==> config.mk <==
export PLATFORM = sky130hd
export DESIGN_NAME = stdp_array_flat
export DESIGN_NICKNAME = d
export VERILOG_FILES = /design/src/rtl/stdp_pkg.sv /design/src/rtl/stdp_if.sv /design/src/rtl/stdp_channel.sv /design/src/rtl/stdp_array.sv /design/src/flat_wrapper.sv
export SDC_FILE = /design/constraint.sdc
export NUM_CORES = 1
export LEC_CHECK = 0
export ABC_AREA = 1
export CAP_MARGIN = 15
export CORE_MARGIN = 3
export CORE_UTILIZATION = 61
export DETAILED_ROUTE_END_ITERATION = 8
export PLACE_DENSITY = 0.82
export SLEW_MARGIN = 20
export SYNTH_ARGS = -nofsm -noshare
export SYNTH_HDL_FRONTEND = slang
export SYNTH_SLANG_ARGS = --single-unit
==> constraint.sdc <==
create_clock -name clk -period 3.95 [get_ports clk]
set_input_delay 0.5925 -clock clk [delete_from_list [all_inputs] [get_ports clk]]
set_output_delay 0.5925 -clock clk [all_outputs]
set_load 0.05 [all_outputs]
==> src/rtl/stdp_pkg.sv <==
// Shared defaults and the timing-dependent step-size helper for the STDP synapse array.
package stdp_pkg;

    localparam int STDP_N_PRE   = 5;
    localparam int STDP_TW      = 8;
    localparam int STDP_WW      = 8;
    localparam int STDP_A_PLUS  = 16;
    localparam int STDP_A_MINUS = 8;
    localparam int STDP_TAU_SH  = 2;
    localparam int STDP_WIN     = 32;
    localparam int STDP_W_INIT  = 64;
    localparam int STDP_W_MAX   = 255;

    // Step size halves every 2^tau_sh cycles of spike separation.
    function automatic int unsigned stdp_delta(input int unsigned dt,
                                               input int unsigned base,
                                               input int unsigned tau_sh);
        return base >> (dt >> tau_sh);
    endfunction

endpackage

==> src/rtl/stdp_if.sv <==
// Spike inputs and weight/update outputs of the STDP array, grouped as one bus.
interface stdp_if
    import stdp_pkg::*;
#(
    parameter int N_PRE = STDP_N_PRE,
    parameter int WW    = STDP_WW
);

    logic                  learn_en;
    logic [N_PRE-1:0]      pre_spike;
    logic                  post_spike;
    logic [N_PRE*WW-1:0]   weights;
    logic                  update_valid;
    logic [N_PRE-1:0]      update_mask;

    modport master (
        output learn_en, pre_spike, post_spike,
        input  weights, update_valid, update_mask
    );

    modport slave (
        input  learn_en, pre_spike, post_spike,
        output weights, update_valid, update_mask
    );

endinterface

==> src/rtl/stdp_channel.sv <==
// One synapse: presynaptic spike timer, weight register and pair-based LTP/LTD update.
module stdp_channel
    import stdp_pkg::*;
#(
    parameter int TW      = STDP_TW,
    parameter int WW      = STDP_WW,
    parameter int A_PLUS  = STDP_A_PLUS,
    parameter int A_MINUS = STDP_A_MINUS,
    parameter int TAU_SH  = STDP_TAU_SH,
    parameter int WIN     = STDP_WIN,
    parameter int W_INIT  = STDP_W_INIT,
    parameter int W_MAX   = STDP_W_MAX
) (
    input  logic          clk,
    input  logic          rst,
    input  logic          i_learn_en,
    input  logic          i_pre_spike,
    input  logic          i_post_spike,
    input  logic [TW-1:0] i_post_t,
    output logic [WW-1:0] o_weight,
    output logic          o_updated
);

    localparam logic [TW-1:0] T_SAT    = '1;
    localparam logic [TW-1:0] T_WIN    = TW'(WIN);
    localparam logic [WW:0]   W_MAX_X  = (WW+1)'(W_MAX);
    localparam logic [WW-1:0] W_INIT_W = WW'(W_INIT);

    logic [TW-1:0] r_pre_t;
    logic [WW-1:0] r_weight_p1;
    logic          r_upd_p1;

    logic          w_ltp;
    logic          w_ltd;
    logic [WW:0]   w_dp;
    logic [WW:0]   w_dm;
    logic [WW-1:0] w_next;

    function automatic logic [WW-1:0] sat_add(input logic [WW-1:0] w, input logic [WW:0] d);
        logic [WW:0] s;
        s = {1'b0, w} + d;
        return (s > W_MAX_X) ? W_MAX_X[WW-1:0] : s[WW-1:0];
    endfunction

    function automatic logic [WW-1:0] sat_sub(input logic [WW-1:0] w, input logic [WW:0] d);
        logic [WW:0] s;
        s = {1'b0, w} - d;
        return ({1'b0, w} < d) ? '0 : s[WW-1:0];
    endfunction

    assign w_dp = (WW+1)'(stdp_delta(32'(r_pre_t), $unsigned(A_PLUS), $unsigned(TAU_SH)));
    assign w_dm = (WW+1)'(stdp_delta(32'(i_post_t), $unsigned(A_MINUS), $unsigned(TAU_SH)));

    // Coincident pre/post spikes cancel; a saturated timer is always outside the window.
    always_comb begin
        w_ltp  = i_post_spike && !i_pre_spike && (r_pre_t != '0) && (r_pre_t < T_WIN);
        w_ltd  = i_pre_spike && !i_post_spike && (i_post_t != '0) && (i_post_t < T_WIN);
        w_next = r_weight_p1;
        if (w_ltp) begin
            w_next = sat_add(r_weight_p1, w_dp);
        end else if (w_ltd) begin
            w_next = sat_sub(r_weight_p1, w_dm);
        end
    end

    // Stage p1: registered timer, weight and change flag.
    always_ff @(posedge clk) begin
        if (rst) begin
            r_pre_t     <= T_SAT;
            r_weight_p1 <= W_INIT_W;
            r_upd_p1    <= 1'b0;
        end else begin
            if (i_pre_spike) begin
                r_pre_t <= TW'(1);
            end else if (r_pre_t != T_SAT) begin
                r_pre_t <= r_pre_t + TW'(1);
            end
            r_upd_p1 <= i_learn_en && (w_next != r_weight_p1);
            if (i_learn_en) begin
                r_weight_p1 <= w_next;
            end
        end
    end

    assign o_weight  = r_weight_p1;
    assign o_updated = r_upd_p1;

endmodule

==> src/rtl/stdp_array.sv <==
// Array of STDP synapses sharing one postsynaptic neuron; holds the post timer and packs outputs.
module stdp_array
    import stdp_pkg::*;
#(
    parameter int N_PRE   = STDP_N_PRE,
    parameter int TW      = STDP_TW,
    parameter int WW      = STDP_WW,
    parameter int A_PLUS  = STDP_A_PLUS,
    parameter int A_MINUS = STDP_A_MINUS,
    parameter int TAU_SH  = STDP_TAU_SH,
    parameter int WIN     = STDP_WIN,
    parameter int W_INIT  = STDP_W_INIT,
    parameter int W_MAX   = STDP_W_MAX
) (
    input  logic   clk,
    input  logic   rst,
    stdp_if.slave  bus
);

    localparam logic [TW-1:0] T_SAT = '1;

    if (WIN > (2**TW) - 1) begin : g_bad_win
        $error("WIN must not exceed the saturated timer value");
    end
    if (W_INIT > W_MAX) begin : g_bad_init
        $error("W_INIT must not exceed W_MAX");
    end
    if (W_MAX > (2**WW) - 1) begin : g_bad_max
        $error("W_MAX must fit in WW bits");
    end

    logic [TW-1:0]    r_post_t;
    logic [N_PRE-1:0] w_mask;

    // Stage p1: shared postsynaptic timer, read by every channel for LTD.
    always_ff @(posedge clk) begin
        if (rst) begin
            r_post_t <= T_SAT;
        end else if (bus.post_spike) begin
            r_post_t <= TW'(1);
        end else if (r_post_t != T_SAT) begin
            r_post_t <= r_post_t + TW'(1);
        end
    end

    for (genvar i = 0; i < N_PRE; i++) begin : g_ch
        stdp_channel #(
            .TW      (TW),
            .WW      (WW),
            .A_PLUS  (A_PLUS),
            .A_MINUS (A_MINUS),
            .TAU_SH  (TAU_SH),
            .WIN     (WIN),
            .W_INIT  (W_INIT),
            .W_MAX   (W_MAX)
        ) u_ch (
            .clk          (clk),
            .rst          (rst),
            .i_learn_en   (bus.learn_en),
            .i_pre_spike  (bus.pre_spike[i]),
            .i_post_spike (bus.post_spike),
            .i_post_t     (r_post_t),
            .o_weight     (bus.weights[i*WW +: WW]),
            .o_updated    (w_mask[i])
        );
    end

    assign bus.update_mask  = w_mask;
    assign bus.update_valid = |w_mask;

endmodule

==> src/flat_wrapper.sv <==
// flat-port wrapper written by rule: the top's interface ports become plain ports
module stdp_array_flat import stdp_pkg::*;
#(
    parameter int N_PRE   = STDP_N_PRE,
    parameter int TW      = STDP_TW,
    parameter int WW      = STDP_WW,
    parameter int A_PLUS  = STDP_A_PLUS,
    parameter int A_MINUS = STDP_A_MINUS,
    parameter int TAU_SH  = STDP_TAU_SH,
    parameter int WIN     = STDP_WIN,
    parameter int W_INIT  = STDP_W_INIT,
    parameter int W_MAX   = STDP_W_MAX
)
  (clk, rst, bus_learn_en, bus_pre_spike, bus_post_spike, bus_weights, bus_update_valid, bus_update_mask);
  stdp_if #(.N_PRE(N_PRE), .WW(WW)) bus_i ();
  input  logic clk;
  input  logic rst;
  input wire logic [$bits(bus_i.learn_en)-1:0] bus_learn_en;
  input wire logic [$bits(bus_i.pre_spike)-1:0] bus_pre_spike;
  input wire logic [$bits(bus_i.post_spike)-1:0] bus_post_spike;
  output wire logic [$bits(bus_i.weights)-1:0] bus_weights;
  output wire logic [$bits(bus_i.update_valid)-1:0] bus_update_valid;
  output wire logic [$bits(bus_i.update_mask)-1:0] bus_update_mask;
  assign bus_i.learn_en = bus_learn_en;
  assign bus_i.pre_spike = bus_pre_spike;
  assign bus_i.post_spike = bus_post_spike;
  assign bus_weights = bus_i.weights;
  assign bus_update_valid = bus_i.update_valid;
  assign bus_update_mask = bus_i.update_mask;
  stdp_array #(.N_PRE(N_PRE), .TW(TW), .WW(WW), .A_PLUS(A_PLUS), .A_MINUS(A_MINUS), .TAU_SH(TAU_SH), .WIN(WIN), .W_INIT(W_INIT), .W_MAX(W_MAX)) u_core (.clk(clk), .rst(rst), .bus(bus_i));
endmodule
==> results.py <==
metrics = {
    "setup_path": {
        "critPathKind": "reg2reg",
        "ff2ff_setup_slack_ps": 820,
        "worstPathRequired_ps": 4190,
        "startpoint_type": "register",
        "cp-end-kind": "register",
        "cp.arrival_ps": 3370,
        "worst-path-max-fanout": 10,
    },
    "clock_tree": {
        "cts_buffers": 9,
        "hold_buffers": 0,
        "clock_sinks": 93,
        "cts-htree-levels": 3,
        "cts_tree": "done",
        "clkTransAtPathRegs_ps": 70,
        "post-cts-setup-buffers": 0,
        "ctsResizeCount": 0,
        "clk_path_buf_depth": 2,
        "root_buffer": "clkbuf_16",
        "insertion_delay_ps": 350,
    },
    "drt": {
        "vias_per_cell": 5.52,
        "wire_per_inst_um": 13.0,
        "drt-initial-drc-count": 626,
        "first_pass_iters": 5,
        "ant_nets": 0,
        "drc": 0,
        "vias": 8915,
        "wl_um": 21000,
    },
    "yosys": {
        "netlist_instances": 1398,
        "ys_ff_latch": 93,
        "synth_edf_count": 0,
        "ys_async_sr_fraction": 0,
        "yosysSeqAreaShare": 0.220,
        "synth_area_mm2": 0.00845,
        "synth_cell_type_count": 42,
        "syn_nets": 1474,
        "avgSynthCellArea_um2": 6.05,
        "postSynth.topFlopCell": "dfxtp_1",
        "ys_warn_count": 0,
    },
    "timing": {
        "tightest_slew_ps": 754,
        "finalSetupViolCount": 0,
        "setup-tns-final_ps": 0,
        "finalMaxSlewViolations": 0,
        "layout_min_cycle_time_ps": 3130,
        "fin_crit_sh": 0.793,
        "relSlewSlack": 0.497,
        "fmax_mhz": 319,
        "hold_viol": 0,
        "holdWs_ps": 503,
        "fin_skew_ps": 5.93,
        "rsz0062_at_grt": "false",
    },
    "placed_design": {
        "io_buffers": 54,
        "dp_hpwl_um": 15700,
        "place_congestion": 0.883,
    },
    "pwr": {
        "leakagePower_nw": 4.60,
        "vdd_ir_drop_max_mv": 0.179,
        "powerDensity_mw_per_mm2": 297,
    },
    "die": {
        "io-pin-count": 55,
        "dieArea_mm2": 0.0153,
        "initial_core_util": 0.631,
        "rows": 42,
        "die_x_um": 124,
        "die_y_um": 124,
        "core_area_mm2": 0.0134,
    },
    "global_routing": {
        "track_usage": 0.282,
        "grt_antenna_before_repair": 0,
        "grt_pass1_vias": 7953,
        "grt_max_degree": 72,
        "overflow": 0,
        "grt_pass1_wl_um": 35600,
    },
    "finish": {
        "fillers": 1227,
        "area_growth_pct": 10.9,
        "drive_above_1_share": 0.0389,
        "num-nets-final": 1511,
        "antenna_cells": 0,
    },
    "outcome": {
        "outcome": "finished clean",
    },
    "worst_hold_path": {
        "holdCritPathClass": "reg2reg",
    },
    "flow_run": {
        "max_cap_viol_count": 0,
    },
}
[registers in the layout, summed over array words and instances (netlist names)]
signal                      flops
u_core.g_ch.u_ch.o_weight      40
u_core.g_ch.u_ch.r_pre_t       40
u_core.r_post_t                 8
u_core.g_ch.u_ch.o_updated      5
[power by group]
group	internal, mW	leakage (nW)	total [mW]	switching [mW]
registers	1.01	0.776	1.12	0.110
logic	0.260	3.67	0.753	0.492
clock network	0.539	0.155	0.915	0.376
total	1.81	4.60	2.79	0.978
[logic make-up after synthesis]
group | synth area share
AND/OR/NAND/NOR | 0.409
buffers and inverters | 0.101
AO/OA/AOI/OAI | 0.132
flip-flops | 0.220
adder cells (fa/ha/maj) | 0.108
XOR/XNOR | 0.0301
[routing by layer]
layer / vias up / GRT usage / wire length [µm]
li1: 4651 / - / -
met1: 3992 / 0.392 / 10100
met2: 237 / 0.458 / 9470
met3: 35 / 0.0250 / 980
met4: 0 / 0.0997 / 403
met5: - / 0 / 0
[final cells by class]
cell class / instances / area, µm² / area share
timing repair buffer: 61 / 588 / 0.0627
inverter: 175 / 657 / 0.0701
tap: 176 / 220 / 0.0235
sequential: 93 / 1860 / 0.199
clock inverter: 3 / 43.8 / 0.00467
clock buffer: 12 / 267 / 0.0284
multi-input combinational: 1095 / 5740 / 0.612
[Yosys cell counts (5+ instances only)]
library cell,n,area share
xor2_1,14,0.015
nand2_1,433,0.19
o211ai_1,5,0.0044
xnor2_1,15,0.016
inv_2,6,0.0027
nand3b_1,11,0.0098
buf_2,6,0.0036
buf_4,7,0.0062
clkbuf_1,18,0.0080
nor2_4,6,0.0080
ha_1,57,0.084
nor4_1,6,0.0044
inv_1,169,0.075
o21ai_0,88,0.052
nor2_1,128,0.057
nor3_1,13,0.0077
dfxtp_1,93,0.22
a21oi_1,82,0.049
fa_1,10,0.024
nand4_1,27,0.020
nand3_1,152,0.090
o21ai_1,5,0.0030
o311ai_0,7,0.0073
a31oi_1,5,0.0037
[per-stage QoR]
step	instance area (µm²)	worst slack, ps	power (mW)	utilization	instances
2_1_floorplan	8450	1180	1.69	-	1398
3_3_place_gp	9060	922	1.87	0.676	1600
3_5_place_dp	9060	841	1.88	0.676	1600
4_1_cts	9380	830	2.80	0.700	1615
5_1_grt	9380	420	2.95	0.700	1615
6_report	9380	819	2.79	0.700	1615
[placed cells by master, fill, tap and decap left out, types with 6 or more instances in the layout]
master / instances
xnor2_1: 15
xor2_1: 14
clkdlybuf4s50_1: 53
nand3b_1: 11
inv_2: 7
buf_4: 7
nor2_1: 128
nor4_1: 6
nand3_1: 152
o21ai_0: 88
clkbuf_16: 9
nor2_4: 6
dfxtp_1: 93
a21oi_1: 82
nand2_1: 433
nor3_1: 13
ha_1: 57
o311ai_0: 7
inv_1: 168
nand4_1: 27
fa_1: 10
[path summary, 6_finish.rpt]
kind / from / endpoint / cells past startpoint
min reg2reg: u_core.g_ch[0].u_ch.r_pre_t[0] / u_core.g_ch[0].u_ch.r_pre_t[0] / 2
min: u_core.g_ch[0].u_ch.r_pre_t[0] / u_core.g_ch[0].u_ch.r_pre_t[0] / 2
max reg2reg: u_core.r_post_t[7] / u_core.g_ch[0].u_ch.o_updated / 15
max: u_core.r_post_t[7] / u_core.g_ch[0].u_ch.o_updated / 15
[critical path, stage by stage, from the launching register on]
cell and delay (ps):
dfxtp_1 380, nor2_8 200, nand2_1 100, nor2_1 130
nand3_1 500, fa_1 650, a21oi_1 310, nand3_1 130
nand2_1 100, nand2_1 50, nand2_1 80, nand2_1 80
nand2_1 60, nand3_1 70, nor2_1 110, a21oi_1 70
Note: power is estimated with default switching activity, not from simulation.
